$ cat src/rtl/fb_pkg.sv
// Shared constants, types and the linear address mapping for the 160x120
// framebuffer writer.
package fb_pkg;
    localparam int H_RES    = 160;
    localparam int V_RES    = 120;
    localparam int COLOUR_W = 3;
    localparam int ADDR_W   = 15;
    localparam int PIXELS   = H_RES * V_RES;

    typedef logic [COLOUR_W-1:0] colour_t;
    typedef enum logic [1:0] {IDLE, RUN, CLEAR} state_t;

    // 160 = 128 + 32, so y*160 collapses to two shifts and an add.
    function automatic logic [ADDR_W-1:0] fb_addr(input logic [6:0] y, input logic [7:0] x);
        logic [ADDR_W-1:0] yw;
        yw = ADDR_W'(y);
        return (yw << 7) + (yw << 5) + ADDR_W'(x);
    endfunction
endpackage

$ cat src/rtl/framebuffer_writer_plot_fifo.sv
// Small synchronous FIFO holding pending plot requests; full/empty are
// registered so the upstream ready never depends combinationally on valid.
module plot_fifo
    import fb_pkg::*;
#(
    parameter int DEPTH = 4,
    parameter int W     = 18
) (
    input  logic                     clk,
    input  logic                     resetn,
    input  logic                     push,
    input  logic                     pop,
    input  logic [W-1:0]             wdata,
    output logic [W-1:0]             rdata,
    output logic                     full,
    output logic                     empty,
    output logic [$clog2(DEPTH):0]   count
);
    localparam int AW = $clog2(DEPTH);
    localparam int CW = AW + 1;

    logic [W-1:0]  mem [DEPTH];
    logic [AW-1:0] wptr, rptr;
    logic [CW-1:0] count_n;
    logic          do_push, do_pop;

    assign do_push = push && !full;
    assign do_pop  = pop && !empty;
    assign rdata   = mem[rptr];

    always_comb begin
        count_n = count;
        if (do_push && !do_pop)
            count_n = count + CW'(1);
        else if (!do_push && do_pop)
            count_n = count - CW'(1);
    end

    always_ff @(posedge clk) begin
        if (!resetn) begin
            wptr  <= '0;
            rptr  <= '0;
            count <= '0;
            full  <= 1'b0;
            empty <= 1'b1;
        end else begin
            if (do_push) wptr <= wptr + AW'(1);
            if (do_pop)  rptr <= rptr + AW'(1);
            count <= count_n;
            full  <= (count_n == CW'(DEPTH));
            empty <= (count_n == '0);
        end
    end

    // Storage needs no reset: pointers alone define what is valid.
    always_ff @(posedge clk) begin
        if (do_push) mem[wptr] <= wdata;
    end
endmodule

$ cat src/rtl/framebuffer_writer.sv
// Plot sink for the line engine: buffers (x, y, colour) requests, maps them to
// linear framebuffer writes, drops off-screen plots and sweeps the screen on clear.
module framebuffer_writer #(
    parameter int H_RES      = fb_pkg::H_RES,
    parameter int V_RES      = fb_pkg::V_RES,
    parameter int COLOUR_W   = fb_pkg::COLOUR_W,
    parameter int FIFO_DEPTH = 4
) (
    input  logic                      clk,
    input  logic                      resetn,
    input  logic                      plot_valid,
    output logic                      plot_ready,
    input  logic [7:0]                plot_x,
    input  logic [6:0]                plot_y,
    input  logic [COLOUR_W-1:0]       plot_colour,
    input  logic                      clear_req,
    input  logic [COLOUR_W-1:0]       clear_colour,
    output logic                      busy,
    output logic                      mem_we,
    output logic [fb_pkg::ADDR_W-1:0] mem_addr,
    output logic [COLOUR_W-1:0]       mem_wdata,
    output logic [7:0]                drop_count
);
    import fb_pkg::*;

    localparam int EW = 15 + COLOUR_W;
    localparam int CW = $clog2(FIFO_DEPTH) + 1;
    localparam logic [ADDR_W-1:0] LAST_ADDR = ADDR_W'(H_RES * V_RES - 1);

    state_t              state, state_n;
    logic                push, pop, full, empty;
    logic [CW-1:0]       fifo_count;
    logic [EW-1:0]       rd_entry;
    logic                nonempty_n, s1_vld_n, we_n, onscreen;

    // Address stage: either a popped plot or one sweep address.
    logic                s1_vld, s1_clr;
    logic [7:0]          s1_x;
    logic [6:0]          s1_y;
    logic [COLOUR_W-1:0] s1_col;
    logic [ADDR_W-1:0]   s1_caddr;

    logic [ADDR_W-1:0]   clr_cnt;
    logic [COLOUR_W-1:0] clr_col;

    plot_fifo #(.DEPTH(FIFO_DEPTH), .W(EW)) u_fifo (
        .clk    (clk),
        .resetn (resetn),
        .push   (push),
        .pop    (pop),
        .wdata  ({plot_x, plot_y, plot_colour}),
        .rdata  (rd_entry),
        .full   (full),
        .empty  (empty),
        .count  (fifo_count)
    );

    assign plot_ready = !full;

    always_comb begin
        push       = plot_valid && !full;
        // A clear request wins over a pop so a plot sitting in the buffer is
        // drawn after the sweep rather than racing it.
        pop        = !empty && (state != CLEAR) && !clear_req;
        nonempty_n = push || (fifo_count > CW'(1)) || (!empty && !pop);
        state_n    = state;
        case (state)
            IDLE, RUN: begin
                if (clear_req) state_n = CLEAR;
                else           state_n = nonempty_n ? RUN : IDLE;
            end
            CLEAR: if (clr_cnt == LAST_ADDR) state_n = nonempty_n ? RUN : IDLE;
            default: state_n = IDLE;
        endcase
        s1_vld_n = pop || (state == CLEAR);
        onscreen = (s1_x < 8'(H_RES)) && (s1_y < 7'(V_RES));
        we_n     = s1_vld && (s1_clr || onscreen);
    end

    always_ff @(posedge clk) begin
        if (!resetn) begin
            state      <= IDLE;
            s1_vld     <= 1'b0;
            s1_clr     <= 1'b0;
            s1_x       <= '0;
            s1_y       <= '0;
            s1_col     <= '0;
            s1_caddr   <= '0;
            clr_cnt    <= '0;
            clr_col    <= '0;
            mem_we     <= 1'b0;
            mem_addr   <= '0;
            mem_wdata  <= '0;
            drop_count <= '0;
            busy       <= 1'b0;
        end else begin
            state <= state_n;
            if (state != CLEAR && clear_req) begin
                clr_col <= clear_colour;
                clr_cnt <= '0;
            end else if (state == CLEAR) begin
                clr_cnt <= clr_cnt + ADDR_W'(1);
            end

            s1_vld   <= s1_vld_n;
            s1_clr   <= (state == CLEAR);
            s1_caddr <= clr_cnt;
            if (pop) {s1_x, s1_y, s1_col} <= rd_entry;

            mem_we <= we_n;
            if (we_n) begin
                mem_addr  <= s1_clr ? s1_caddr : fb_addr(s1_y, s1_x);
                mem_wdata <= s1_clr ? clr_col  : s1_col;
            end
            if (s1_vld && !s1_clr && !onscreen && drop_count != 8'hFF)
                drop_count <= drop_count + 8'd1;

            // Busy covers the output write register too, so it falls only
            // after the final write has been presented.
            busy <= (state_n != IDLE) || nonempty_n || s1_vld_n || we_n;
        end
    end
endmodule

$ cat config.mk
export PLATFORM = sky130hd
export DESIGN_NAME = framebuffer_writer
export DESIGN_NICKNAME = d
export VERILOG_FILES = /design/src/rtl/fb_pkg.sv /design/src/rtl/framebuffer_writer_plot_fifo.sv /design/src/rtl/framebuffer_writer.sv
export SDC_FILE = /design/constraint.sdc
export NUM_CORES = 1
export LEC_CHECK = 0
export CORE_ASPECT_RATIO = 0.7
export CORE_MARGIN = 5
export CORE_UTILIZATION = 30
export DETAILED_ROUTE_END_ITERATION = 16
export PLACE_DENSITY_LB_ADDON = 0.3
export SYNTH_ARGS = -nofsm -noshare
export SYNTH_HDL_FRONTEND = slang
export SYNTH_SLANG_ARGS = --single-unit
$ cat constraint.sdc
create_clock -name clk -period 4.14 [get_ports clk]
set_clock_uncertainty 0.2 [all_clocks]
set_input_delay 0.414 -clock clk [delete_from_list [all_inputs] [get_ports clk]]
set_output_delay 0.414 -clock clk [all_outputs]
set_load 0.01 [all_outputs]
# --- Word-level counts from Yosys, hierarchy flattened ---
# Memory sizes are Yosys's and may differ from the RTL's. A register that Yosys moved wholly into a read port is not among the register bits.
# Index checks and enable logic that the tools add are counted.
word_totals:
  ramBits: 72
  memories: 1
  register_bits: 74
classes:
  eq_ne: 6
  bitwise: 1
  n_lt_le_gt_ge: 3
  muxes: 10
  addsub: 8
  reduce_logical: 35
memory_table:
  columns: ["memory", "words", "width", "rd", "rd_clocked_by_memory_dff", "wr", "line", "rtl"]
  rows:
  - ["u_fifo.mem", 4, 18, 1, 1, 1, "framebuffer_writer_plot_fifo.sv:22", "logic [W-1:0] mem [DEPTH];"]
op_table:
  columns: ["op", "n"]
  rows:
  - ["$add 14x12->15", 1]
  - ["$add 15x1->15 const B", 1]
  - ["$add 15x8->15", 1]
  - ["$eq 15x15->1 const B", 1]
  - ["$mux 15", 1]
  - ["$logic_and 1x1->1", 14]
  - ["$logic_not 1->1", 9]
  - ["$mux 3", 3]
  - ["$add 8x1->8 const B", 1]
  - ["$lt 8x8->1 const B", 1]
  - ["$ne 8x8->1 const B", 1]
  - ["$logic_or 1x1->1", 7]
  - ["$lt 7x7->1 const B", 1]
  - ["$add 2x1->2 const B", 2]
  - ["$mux 2", 2]
  - ["$pmux 2 s2", 1]
  - ["$reduce_or 2->1", 2]
  - ["$add 3x1->3 const B", 1]
  - ["$eq 3x3->1 const B", 1]
  - ["$gt 3x1->1 const B", 1]
  - ["$logic_not 3->1", 1]
  - ["$mux 1", 3]
  - ["$sub 3x1->3 const B", 1]
  - ["$eq 2x1->1 const B", 1]
  - ["other kinds (5)", 5]

# --- Depth between registers and ports, before layout ---
logic_depth:
  word_depth: 13
  mapped_depth: 9
  mapped_depth_nobuf: 9

# --- Cells and area by module ---
# From an unflattened synthesis, not the netlist that was laid out.
hier_totals:
  hier_cells: 578
  area_unflattened_um2: 6971.7
by_module_without_submodules:
  columns: ["mod", "cells_each", "n_inst", "area_per_inst_um2"]
  rows:
  - ["framebuffer_writer", 417, 1, 3741.1]
  - ["plot_fifo", 161, 1, 3230.6]

# --- Least setup slack after synthesis ---
# Ideal clock, no wire load.
synth_path:
  kind: "flip-flop to flip-flop"
  start: "register s1_x[7], read port of u_fifo.mem"
  end: "register mem_addr[11] (netlist bit)"
  slack_ns: 1.645
  t_required_ns: 3.802
  n_path_buf: 0
  stages_incl_launch_ff: 10
  arrival_ns: 2.158
  path_cell_list: "dfxtp_1 inv_1 fa_1 inv_1 ha_1 a211o_1 a211oi_1 nor2_1 xnor2_1 o221ai_1"
synth_via:
  elab_chain_len: 4
  elab_cells_between_ends: 6
  classes_between: "add/sub (1); order compare (1); mux (1); reduce/logical (3)"
synth_rtl:
  columns: ["item", "line", "rtl"]
  rows:
  - ["start: declaration", "framebuffer_writer.sv:38", "logic [7:0] s1_x;"]
  - ["branches (longest 4 deep; another with $add 15x8->15)", null, null]
  - ["end signal: assignment", "framebuffer_writer.sv:112", "mem_addr <= s1_clr ? s1_caddr : fb_addr(s1_y, s1_x);"]
  - ["end: declaration", "framebuffer_writer.sv:20", "output logic [fb_pkg::ADDR_W-1:0] mem_addr,"]
# Several ways; the timed one is not identified.
# A chain may end at the register's enable or synchronous reset.

# --- Worst setup path after layout ---
# Ends and elaborated chain as after synthesis.

==> summary.md <==
| Metric | Value |
|---|---|
| Met1 usage | 0.1513 |
| CP max stage cell | fa_1 |
| Pre-antenna DRT Iters | 6 |
| Setup crit start | s1_x[7] |
| Crit path max fanout | 3 |
| Via count | 4270 |
| CP most frequent cell | inv_1 |
| Initial antenna violation count | 0 |
| Largest net degree at the start of global routing | 50 |
| Via density | between 4 and 5 |
| Fin nets | 660 |
| Pwr dens | between 400 and 500 nW/µm² |
| Clock slew at reported path FFs | 60 ps |
| Sequential-to-total area share from yosys stat | 0.5820 |
| DRT iter0 DRCs | 170 |
| Starting Density | 0.3041 |
| EDFF count, synth | 72 |
| Period utilization | 0.6399 |
| Area added between synthesis and finish | 20.48% |
| Gpl congestion | 0.7951 |
| Data required, critical path | 4230 ps |
| Cell Count, Final, Fillers Out | 935 |
| Hold-critical path depth | 2 |
| Setup ws final | 1491 ps |
| Placement Setup Slack | 1368 ps |
| Crit path cell chain | inv_1, fa_1, inv_1, ha_1, a211o_1, a211oi_1, nor2_1, xnor2_1, o221ai_1 |
| Startpoint types | flip-flop |
| Fraction of layout cells with a size suffix above 1 | 0.1011 |
| Commonest non-fill, non-tap cell in the layout | dfxtp_1 |
| Core ar. | between 20000 and 25000 µm² |
| Final Hold Fails | 0 |
| Final Critical Period | 2649 ps |
| Yosys warns | 0 |
| Slew Limit Fails | 0 |
| First-pass GRT wire length | 23.10 mm |
| Placed cell count | 904 |
| Clock Latency Late Sink | about 420 ps |
| Most area-consuming cells after synthesis | edfxtp_1 (31%), dfxtp_1 (27%), mux4_2 (5.9%) |
| Synth Flop Type | dfxtp_1 |
| PostCTS Resize Cnt | 0 |
| Root buffer cell | clkbuf_16 |
| Rel. slew slack | 0.3295 |
| Max Cap Violations | 0 |
| Detailed-route wire length per cell | 15.22 µm |
| H-tree lvl count | 4 |
| Setup bufs post-CTS | 0 |
| CTS tree | built |
| Reg2Reg Launch Point | s1_x[7] |
| Die Area | 26110 µm² |
| CTS Buf Count | 17 |
| Peak supply drop | 0.3233 mV |
| Synth Area per Inst | 12.18 µm² |
| Unrepaired setup endpoints after global routing | false |
| Flops & latches, synth | 164 |
| Rows | between 40 and 50 |
| Final ANT Viol Nets | 0 |
| Unique masters post-synth | 56 |
| Area leader, netlist | edfxtp_1 |
| Setup TNS | 0 ps |
| GRT Total Usage | 0.1142 |
| # IOs | 54 |
| Final setup fails | 0 |
| Total power | 4.064 mW |
| Reg2reg end | mem_addr[11] |
| Worst EP arrival | approximately 2700 ps |
| Routed WL | 14.23 mm |
| GR Util met2 | 0.1807 |
| Vias in the first global route | 4422 |
| # hold bufs at CTS | 0 |
| Hold Crit Class | reg2reg |
| Flop2flop setup slack | 1490 ps |
| Most frequent cells in the layout | dfxtp_1 (92), nand2_1 (72), edfxtp_1 (72) |
| GRT busiest layer | met2 |
| Placed Instance Area | 7696 µm² |
| HP Start | clr_col[0] |
| Final Cell Area | 8288 µm² |
| # DRC | 0 |
| Hold endpoint | clr_col[0] |
| Status | complete, no violations |
| Die width | roughly 190 µm |
| Aggregate global routing overflow | 0 |
| PortBufs | 53 |
| Syn nets | just over 600 |
| Ys async rst share | 0 |
| N_diodes | 0 |
| Fill count | 2175 |
| WS Path Type | reg2reg |
| DP Wirelength | 10.13 mm |
| CTS max path bufs | 2 |
| Synth top area share | 0.3143 |
| Global routing met3 resource utilization | 0.03264 |
| FF-to-FF path depth | 9 |
| Sink Count | between 150 and 200 |
| Die Ht | 136.7 µm |
| Pleak | 2.986 nW |
| CP peak stage delay | 590 ps |
| Endpoint class of the critical path | flip-flop |
| Fmax | 0.3775 GHz |
| Worst-Margin Slew | a little over 1000 ps |
| Syn Inst Count | roughly 570 |
| Synthesized area | about 6900 µm² |
-- how the worst max path moves through the flow --
stage | depth (start not counted) | end
6_report | 9 | mem_addr[11]
5_1_grt | 9 | mem_addr[11]
4_1_cts | 9 | mem_addr[11]
3_5_place_dp | 5 | u_fifo.empty
3_3_place_gp | 5 | u_fifo.empty
2_1_floorplan | 9 | mem_addr[11]
-- stage by stage --
| step | hold WS [ps] | utilization |
|---|---|---|
| finish | 269.0 | 0.3664 |
| global route | 302.3 | 0.3664 |
| CTS | 275.2 | 0.3664 |
| detailed placement | 266.4 | 0.3402 |
| global placement | 251.2 | 0.3402 |
| floorplan | 242.8 | - |
-- Yosys cell counts, types with 13 or more instances --
master and n:
dfxtp_1 92, a21boi_0 21, ha_1 22, mux4_2 18, xnor2_1 19, inv_1 15, nand2_1 72, nor2_1 23
a21oi_1 15, clkbuf_1 17, and2_1 33, mux2i_1 13, edfxtp_1 72
-- logic make-up (layout without fill, tap and decap cells) --
group                      count (synthesis)  count (layout)  synth area share
xor gates and xnor gates                  26              26           0.03310
AOI/OAI and AO/OA                         86              86           0.09112
adders and majority gates                 24              24           0.04583
DFF                                      164             164            0.5820
buffers and inverters                     46             104           0.02837
muxes                                     31              31           0.07785
and+or+nand+nor                          188             188            0.1417
-- sequential cells by signal, summed over array words and instances, names as in the netlist, 3 cells and up --
name,flops
u_fifo.count,3
clr_col,3
clr_cnt,15
mem_addr,15
s1_x,8
s1_y,7
s1_caddr,15
s1_col,3
drop_count,8
u_fifo.mem,72
mem_wdata,3
-- routing by layer --
layer,share of wire,vias up
li1,-,2116
met1,0.50,2066
met2,0.45,70
met3,0.037,18
met4,0.013,0
met5,0,-
-- worst max-delay path: cells and delay by family, from the launching register on --
| kind | cells | cell delay (ps) |
|---|---|---|
| and+or+nand+nor | 1 | 90 |
| AOI/OAI and AO/OA | 3 | 720 |
| DFF | 1 | 340 |
| xor gates and xnor gates | 1 | 150 |
| buffers and inverters | 2 | 120 |
| adders and majority gates | 2 | 900 |
-- layout make-up --
class                   count  area (µm²)  area share
clock buffers              17       425.4     0.05133
multi-input cells         355        2683      0.3237
clock inverters            14       166.4     0.02008
inverters                  15       56.30    0.006793
flip-flops and latches    164        4004      0.4831
repair buffers             58       563.0     0.06793
well taps                 312       390.4     0.04710
-- power breakdown --
group	leakage (nW)	internal [mW]	switching [mW]
logic	1.29	0.278	0.306
registers	1.41	1.82	0.0905
clock network	0.283	0.904	0.668
total	2.99	3.00	1.06
No activity file was read; power rests on OpenSTA's default activity.
